<file path="src/rtl/monitoramento_pressao.sv">
// Pressure-sensor supervisor: classifies valid samples against low/high limits with
// hysteresis and N-sample confirmation, tracks alarm entries and min/max statistics.
module monitoramento_pressao #(
   parameter int unsigned N            = 8,
   parameter int unsigned LIMITE_BAIXO = 50,
   parameter int unsigned LIMITE_ALTO  = 150,
   parameter int unsigned HIST         = 0,
   parameter int unsigned CONFIRMA     = 1,
   parameter int unsigned CW           = 16
) (
   input  logic          clk,
   input  logic          rst,
   input  logic          amostra_valida,
   input  logic [N-1:0]  pressao,
   input  logic          limpa,
   output logic [1:0]    alerta,
   output logic          alerta_mudou,
   output logic [CW-1:0] cont_baixo,
   output logic [CW-1:0] cont_alto,
   output logic [N-1:0]  pressao_min,
   output logic [N-1:0]  pressao_max
);

   localparam bit CFG_FALHA = (LIMITE_BAIXO >= LIMITE_ALTO) ||
                              (HIST >= LIMITE_ALTO - LIMITE_BAIXO);
   localparam int unsigned CNTW = (CONFIRMA > 1) ? $clog2(CONFIRMA + 1) : 1;

   // Thresholds widened by one bit so LIMITE_BAIXO+HIST cannot wrap
   localparam logic [N:0] LB  = (N+1)'(LIMITE_BAIXO);
   localparam logic [N:0] LA  = (N+1)'(LIMITE_ALTO);
   localparam logic [N:0] LBH = (N+1)'(LIMITE_BAIXO + HIST);
   localparam logic [N:0] LAH = (N+1)'(LIMITE_ALTO - HIST);

   typedef enum logic [1:0] {
      S_NORMAL = 2'b00,
      S_BAIXO  = 2'b01,
      S_ALTO   = 2'b10,
      S_FALHA  = 2'b11
   } estado_t;

   estado_t         estado_q;
   estado_t         candidato_q;
   estado_t         classe_d;
   logic            mudou_q;
   logic [CNTW-1:0] conta_q;
   logic [CNTW-1:0] conta_d;
   logic            confirma_d;
   logic [CW-1:0]   cont_baixo_q;
   logic [CW-1:0]   cont_alto_q;
   logic [N-1:0]    min_q;
   logic [N-1:0]    max_q;
   logic [N:0]      amostra;

   always_comb begin
      amostra  = {1'b0, pressao};
      classe_d = estado_q;
      case (estado_q)
         S_NORMAL: begin
            if (amostra < LB)       classe_d = S_BAIXO;
            else if (amostra >= LA) classe_d = S_ALTO;
         end
         S_BAIXO: begin
            if (amostra >= LA)       classe_d = S_ALTO;
            else if (amostra >= LBH) classe_d = S_NORMAL;
         end
         S_ALTO: begin
            if (amostra < LB)       classe_d = S_BAIXO;
            else if (amostra < LAH) classe_d = S_NORMAL;
         end
         default: classe_d = S_FALHA;
      endcase

      // A run continues only while the same candidate keeps appearing
      if (classe_d == candidato_q && conta_q != '0) conta_d = conta_q + 1'b1;
      else                                          conta_d = CNTW'(1);

      confirma_d = amostra_valida && !CFG_FALHA && (classe_d != estado_q) &&
                   (conta_d == CNTW'(CONFIRMA));
   end

   always_ff @(posedge clk) begin
      if (rst) begin
         estado_q     <= CFG_FALHA ? S_FALHA : S_NORMAL;
         candidato_q  <= S_NORMAL;
         mudou_q      <= 1'b0;
         conta_q      <= '0;
         cont_baixo_q <= '0;
         cont_alto_q  <= '0;
         min_q        <= '1;
         max_q        <= '0;
      end else begin
         mudou_q <= 1'b0;
         if (amostra_valida && !CFG_FALHA) begin
            if (classe_d == estado_q) begin
               conta_q     <= '0;
               candidato_q <= estado_q;
            end else if (confirma_d) begin
               estado_q    <= classe_d;
               mudou_q     <= 1'b1;
               conta_q     <= '0;
               candidato_q <= classe_d;
            end else begin
               conta_q     <= conta_d;
               candidato_q <= classe_d;
            end
         end

         if (limpa) begin
            cont_baixo_q <= '0;
            cont_alto_q  <= '0;
         end else if (confirma_d) begin
            if (classe_d == S_BAIXO && cont_baixo_q != '1) cont_baixo_q <= cont_baixo_q + 1'b1;
            if (classe_d == S_ALTO && cont_alto_q != '1)   cont_alto_q  <= cont_alto_q + 1'b1;
         end

         if (limpa) begin
            min_q <= '1;
            max_q <= '0;
         end else if (amostra_valida) begin
            if (pressao < min_q) min_q <= pressao;
            if (pressao > max_q) max_q <= pressao;
         end
      end
   end

   assign alerta       = estado_q;
   assign alerta_mudou = mudou_q;
   assign cont_baixo   = cont_baixo_q;
   assign cont_alto    = cont_alto_q;
   assign pressao_min  = min_q;
   assign pressao_max  = max_q;

endmodule

</file>
<file path="config.mk">
export PLATFORM = sky130hd
export DESIGN_NAME = monitoramento_pressao
export DESIGN_NICKNAME = d
export VERILOG_FILES = /design/src/rtl/monitoramento_pressao.sv
export SDC_FILE = /design/constraint.sdc
export NUM_CORES = 1
export LEC_CHECK = 0
export ABC_AREA = 1
export BUFFER_PORTS_ARGS = -buffer_cell sky130_fd_sc_hd__buf_2
export CAP_MARGIN = 20
export CORE_MARGIN = 5
export CORE_UTILIZATION = 30
export CTS_CLUSTER_SIZE = 24
export DETAILED_ROUTE_END_ITERATION = 10
export GPL_ROUTABILITY_DRIVEN = 0
export HOLD_SLACK_MARGIN = 0.02
export PLACE_DENSITY = 0.48
export SYNTH_ARGS = -nofsm -noshare
export SYNTH_HDL_FRONTEND = slang
export SYNTH_SLANG_ARGS = --single-unit
</file>
<file path="constraint.sdc">
create_clock -name clk -period 2.1 [get_ports clk]
set_clock_uncertainty 0.2 [all_clocks]
set_input_delay 0.105 -clock clk [delete_from_list [all_inputs] [get_ports clk]]
set_output_delay 0.105 -clock clk [all_outputs]
set_load 0.01 [all_outputs]
</file>
-- Word-level counts from Yosys, hierarchy flattened
Cells that the tools add are included.
- register bits after elaboration: 54
- bits of input ports: 12
- word-level logic and storage cells: 53
- $add $sub $neg: 3
- magnitude comparators: 6
- eq/ne operators: 9
- muxes and demuxes: 12
- bitwise operators: 2
- reductions and logical operators: 13
- operators with widths (kind ; count):
    adder 16 x 1 -> 16 bit, second input constant ; 2
    != test 16 bit, second input constant ; 2
    2-to-1 mux 2 bit ; 7
    greater-or-equal comparator 8 x 6 -> 1 bit, second input constant ; 1
    greater-or-equal comparator 8 bit, second input constant ; 1
    greater-than comparator 8 bit ; 1
    < comparator 8 x 6 -> 1 bit, second input constant ; 1
    < comparator 8 bit ; 1
    < comparator 8 bit, second input constant ; 1
    AND reduction 2 bit ; 4
    case mux 2 bit (3 select lines) ; 1
    logical AND 1 bit ; 5
    == test 2 x 1 -> 1 bit, second input constant ; 2
    == test 2 bit ; 2
    == test 2 bit, second input constant ; 2
    2-to-1 mux 1 bit ; 4
    AND reduction 3 bit ; 1
    OR reduction 3 bit ; 1
    logical NOT 2 bit ; 1
    != test 2 bit ; 1
    NOT 1 bit ; 2
    OR reduction 2 bit ; 1
    adder 1 bit, second input constant ; 1

-- Depth between registers and ports, before layout
- depth after elaboration: 10
- mapped depth: 13

-- Worst setup path before layout
OpenSTA, ideal clock, no wires.
- kind: register to register
- from: reg max_q[3], in the netlist pressao_max[3]
- to: reg max_q[6], in the netlist pressao_max[6]
- setup time: 115 ps
- data arrival time: 1776 ps
- data required time: 1785 ps
- slack: 9 ps
- cell stages (with the launch flop): 10
- path buffers: 1
- period minus slack after synthesis: 2091 ps
- cells stage by stage: dfxtp_1 > inv_1 > ha_1 > nand2_1 > o21a_1 > o221ai_1 > clkbuf_1 > nand3_1 > nand2_1 > nor2_1
- longest elaborated chain between the ends: 2
- RTL lines (what ; line ; text):
    start, declared ; 51 ; logic [N-1:0] max_q;
    start signal, assigned ; 121 ; if (pressao > max_q) max_q <= pressao;
    greater-than comparator 8 bit ; 121 ;
    AND reduction 2 bit (no source line) ; -- ;
No other way between the ends.
A chain may end at the register's enable or synchronous reset.

-- Worst setup path in the final report
- from: in pressao[0]
- to: reg estado_q[0], in the netlist alerta[0]
- longest elaborated chain between the ends: 9
- elaborated cells on any way between the ends: 20
- those cells by class: order compare (4); eq/ne (3); mux (8); bitwise (1); reduce/logical (4)
- RTL lines (what ; line ; text):
    start, declared ; 14 ; input logic [N-1:0] pressao,
    < comparator 8 bit (tied with other cells) ; 68 ; else if (amostra < LAH) classe_d = S_NORMAL;
    2-to-1 mux 2 bit (on tied branches) ; 68, 60, 64 ;
    2-to-1 mux 2 bit (on tied branches) ; 67, 59, 63 ;
    case mux 2 bit (3 select lines) * ; 57 ; case (estado_q)
    == test 2 bit ; 74 ; if (classe_d == candidato_q && conta_q != '0) conta_d = conta_q + 1'b1;
    logical AND 1 bit ; 74 ;
    2-to-1 mux 1 bit ; 74 ;
    logical AND 1 bit ; 77 ; confirma_d = amostra_valida && !CFG_FALHA && (classe_d != estado_q) &&
    AND reduction 3 bit (no source line) ; -- ;
    end signal, assigned ; 83 ; estado_q <= CFG_FALHA ? S_FALHA : S_NORMAL;
    end signal, assigned ; 98 ; estado_q <= classe_d;
    end, declared ; 41 ; estado_t estado_q;
Every way passes the cells marked *; elsewhere a longest branch is shown, timed or not.

==> metrics.cfg <==
[run_status]
status = finished, final reports clean

[timing]
maxClockFrequency_mhz = 493
tightestPinTransition_ns = 0.369
hold_viol = 0
fin_crit_ns = 2.03
setup_slack_ns = 0.0716
min_period_over_period_pct = 96.6
maxSlewViolCount = 0
hold-worst-slack_ns = 0.0274
finalSetupViolations = 0
rsz0062_at_grt = yes
slew_headroom_pct = 75.2

[detailed_routing]
routedWlPerCell_um = 14.0
ant_nets = 0
first_iter_violations = 155
post-route-drc-count = 0
via_per_inst = 4.90
drt_wl_total_um = 9870
drt_first_pass_iters = 4
num_vias = 3463

[final_layout]
layout-drive-gt1-share_pct = 23.5
nNetsFinal = 595
layout_commonest_cell = nand2_1
register_area_sq_mm = 0.00108
n_antenna_cell = 0
mostFrequentLayoutCells = nand2_1, buf_2, inv_1
synthToLayoutAreaGrowth_pct = 28.3
stdcell_area_sq_mm = 0.00432
multi_input_area_sq_mm = 0.00201
nFillCells = 1154
finalNonFillerCells = 707

[flow_run]
drv_cap = 0

[critical_path]
start_kind = primary input
arrival_ns = 2.01
crit_cells = 12
cp-endpoint = alerta[0]
crit_type = in2reg
path_buf_inv = 4
r2r-end = cont_alto[6]
cpMostUsedCell = buf_4
worstRegToRegCells = 8
cp_max_fo = 5
rr_startpoint = cont_alto[6]
crit_slowest_cell = dlygate4sd3_1
crit_path_end_kind = flip-flop
max_stage_delay_ns = 0.53
startpoint = pressao[0]
ff2ff_setup_slack_ns = 0.15
crit_chain = dlygate4sd3_1 -> buf_2 -> nor2_1 -> nand3_1 -> nand2_1 -> nor2_2 -> o21ai_2 -> nand3_4 -> buf_4 -> buf_4 -> nand3b_1 -> a21oi_1
required_ns = 2.09
crit_family = buffers and inverters

[synth]
syn_area_sq_mm = 0.00336
synth.distinct_cells = 35
synthCells = 471
synth_nets = 500
syn_area_per_cell_sq_um = 7.14
ys_seq_area_share_pct = 32.1
yosys_warnings = 0
synth-seq-cells = 54

[power_and_ir_drop]
p_per_area_mw_per_mm2 = 555
peakVddDrop_mv = 0.285
p_leak_nw = 1.87
finalPower_mw = 2.40

[global_routing]
grtUsageMet1_pct = 20.9
grt_pass1_vias = 3263
grt_start_max_net_pins = 32
grt_usage_pct = 14.9
grt_use_met3_pct = 3.08
grt_use_met2_pct = 23.5
grt_overflow_total = 0
grt_pass1_wl_um = 16300
busiest_layer = met2
antenna_found_initial = 0

[worst_hold_path]
min_path_type = in2reg
hold_path_depth = 3

[floorplan]
pin_count = 63
coreArea_sq_mm = 0.0109
design.die.area_sq_mm = 0.0134
rows = 38
die_w_um = 116
die-height_um = 116
initial_utilization_pct = 30.8

[placement]
place_area_sq_mm = 0.00398
dp_hpwl_um = 7170
preCtsSetupSlack_ns = 0.116
io_buffers = 62
dp.cells = 684

[clocking]
insertion_delay_ns = 0.30
path_clk_slew_ns = 0.07
cts_buffer_depth = 2
cts_tree = yes
cts_buffers = 5
cts_sinks = 54
htree_num_levels = 2
root_buffer = clkbuf_16

==> tightest hold or removal path, cell delays in order <==
cell      delay, ns
buf_2          0.14
inv_1          0.11
o211ai_1       0.11
==> synthesized netlist by cell type <==
master	number	area share, %
o211ai_2	1	0.37
ha_1	17	6.3
a211oi_1	2	0.45
inv_2	4	0.45
buf_2	6	0.89
a21oi_4	1	0.48
nand3_4	3	1.6
nor3_1	10	1.5
o21ai_2	1	0.26
clkbuf_1	8	0.89
o211ai_1	8	1.8
o21a_1	2	0.45
xnor2_1	8	2.1
nor2_2	4	0.74
nor2_4	1	0.33
nand2_2	2	0.37
o21ai_1	1	0.15
nand3_1	33	4.9
dfxtp_1	54	32
o221ai_1	1	0.26
inv_1	57	6.4
a31oi_1	1	0.19
buf_4	2	0.45
nor2_8	1	0.60
xor2_1	20	5.2
nand3b_1	1	0.22
nand2_1	95	11
buf_6	2	0.67
a21oi_1	49	7.3
nor3b_1	1	0.22
nor3_2	1	0.30
nor3b_2	1	0.37
o21ai_0	1	0.15
nand4_1	40	7.4
nor2_1	32	3.6
==> worst min path at each step <==
stage / startpoint / endpoint
final: pressao[5] / pressao_min[5]
after global routing: pressao[5] / pressao_min[5]
after CTS: pressao[5] / pressao_min[5]
after detailed placement: amostra_valida / candidato_q[0]
after global placement: amostra_valida / candidato_q[0]
after floorplan: amostra_valida / candidato_q[0]
==> power by group <==
group          switching, mW  total (mW)  internal (mW)
clock network          0.409       0.921          0.511
registers             0.0175        1.06           1.05
logic                  0.265       0.411          0.146
==> flip-flops by register name, indices dropped and copies added, names as in the netlist <==
signal,cells
alerta,2
alerta_mudou,1
candidato_q,2
cont_alto,16
cont_baixo,16
conta_q,1
pressao_max,8
pressao_min,8
==> layer usage <==
metal,vias to the layer above,wire [um]
met5,-,0
met4,0,113
met3,11,475
met2,64,4490
met1,1605,4790
li1,1783,-
==> cells by family (layout without fill, tap and decap cells) <==
kind of cell               count (synthesis)  after routing  share of synthesized area, %
and+or+nand+nor                          225            228                          32.7
DFF                                       54             54                          32.1
AOI/OAI and AO/OA                         68             68                          11.8
xor gates and xnor gates                  28             28                          7.29
buffers and inverters                     79            172                          9.71
adders and majority gates                 17             17                          6.32
==> per-stage QoR <==
step | TNS (ns) | utilization, %
after floorplan | 0 | -
after global placement | 0 | 36.4
after detailed placement | 0 | 36.4
after CTS | 0 | 38.6
after global routing | -0.0197 | 39.5
final | 0 | 39.5
==> cell type report <==
class / count / area share, %
multi-input combinational: 341 / 46.7
timing repair buffer: 103 / 15.2
sequential: 54 / 25.1
clock inverter: 1 / 0.203
clock buffer: 7 / 3.54
tap: 140 / 4.06
inverter: 61 / 5.31
==> repair_timing <==
action / in CTS / in global routing
gates resized for setup: 0 / 9
hold endpoints to repair: 11 / 0
buffers inserted: 0 / 4
hold buffers: 8 / 0
setup endpoints to repair: 0 / 32
Note: power is estimated with default switching activity, not from simulation.
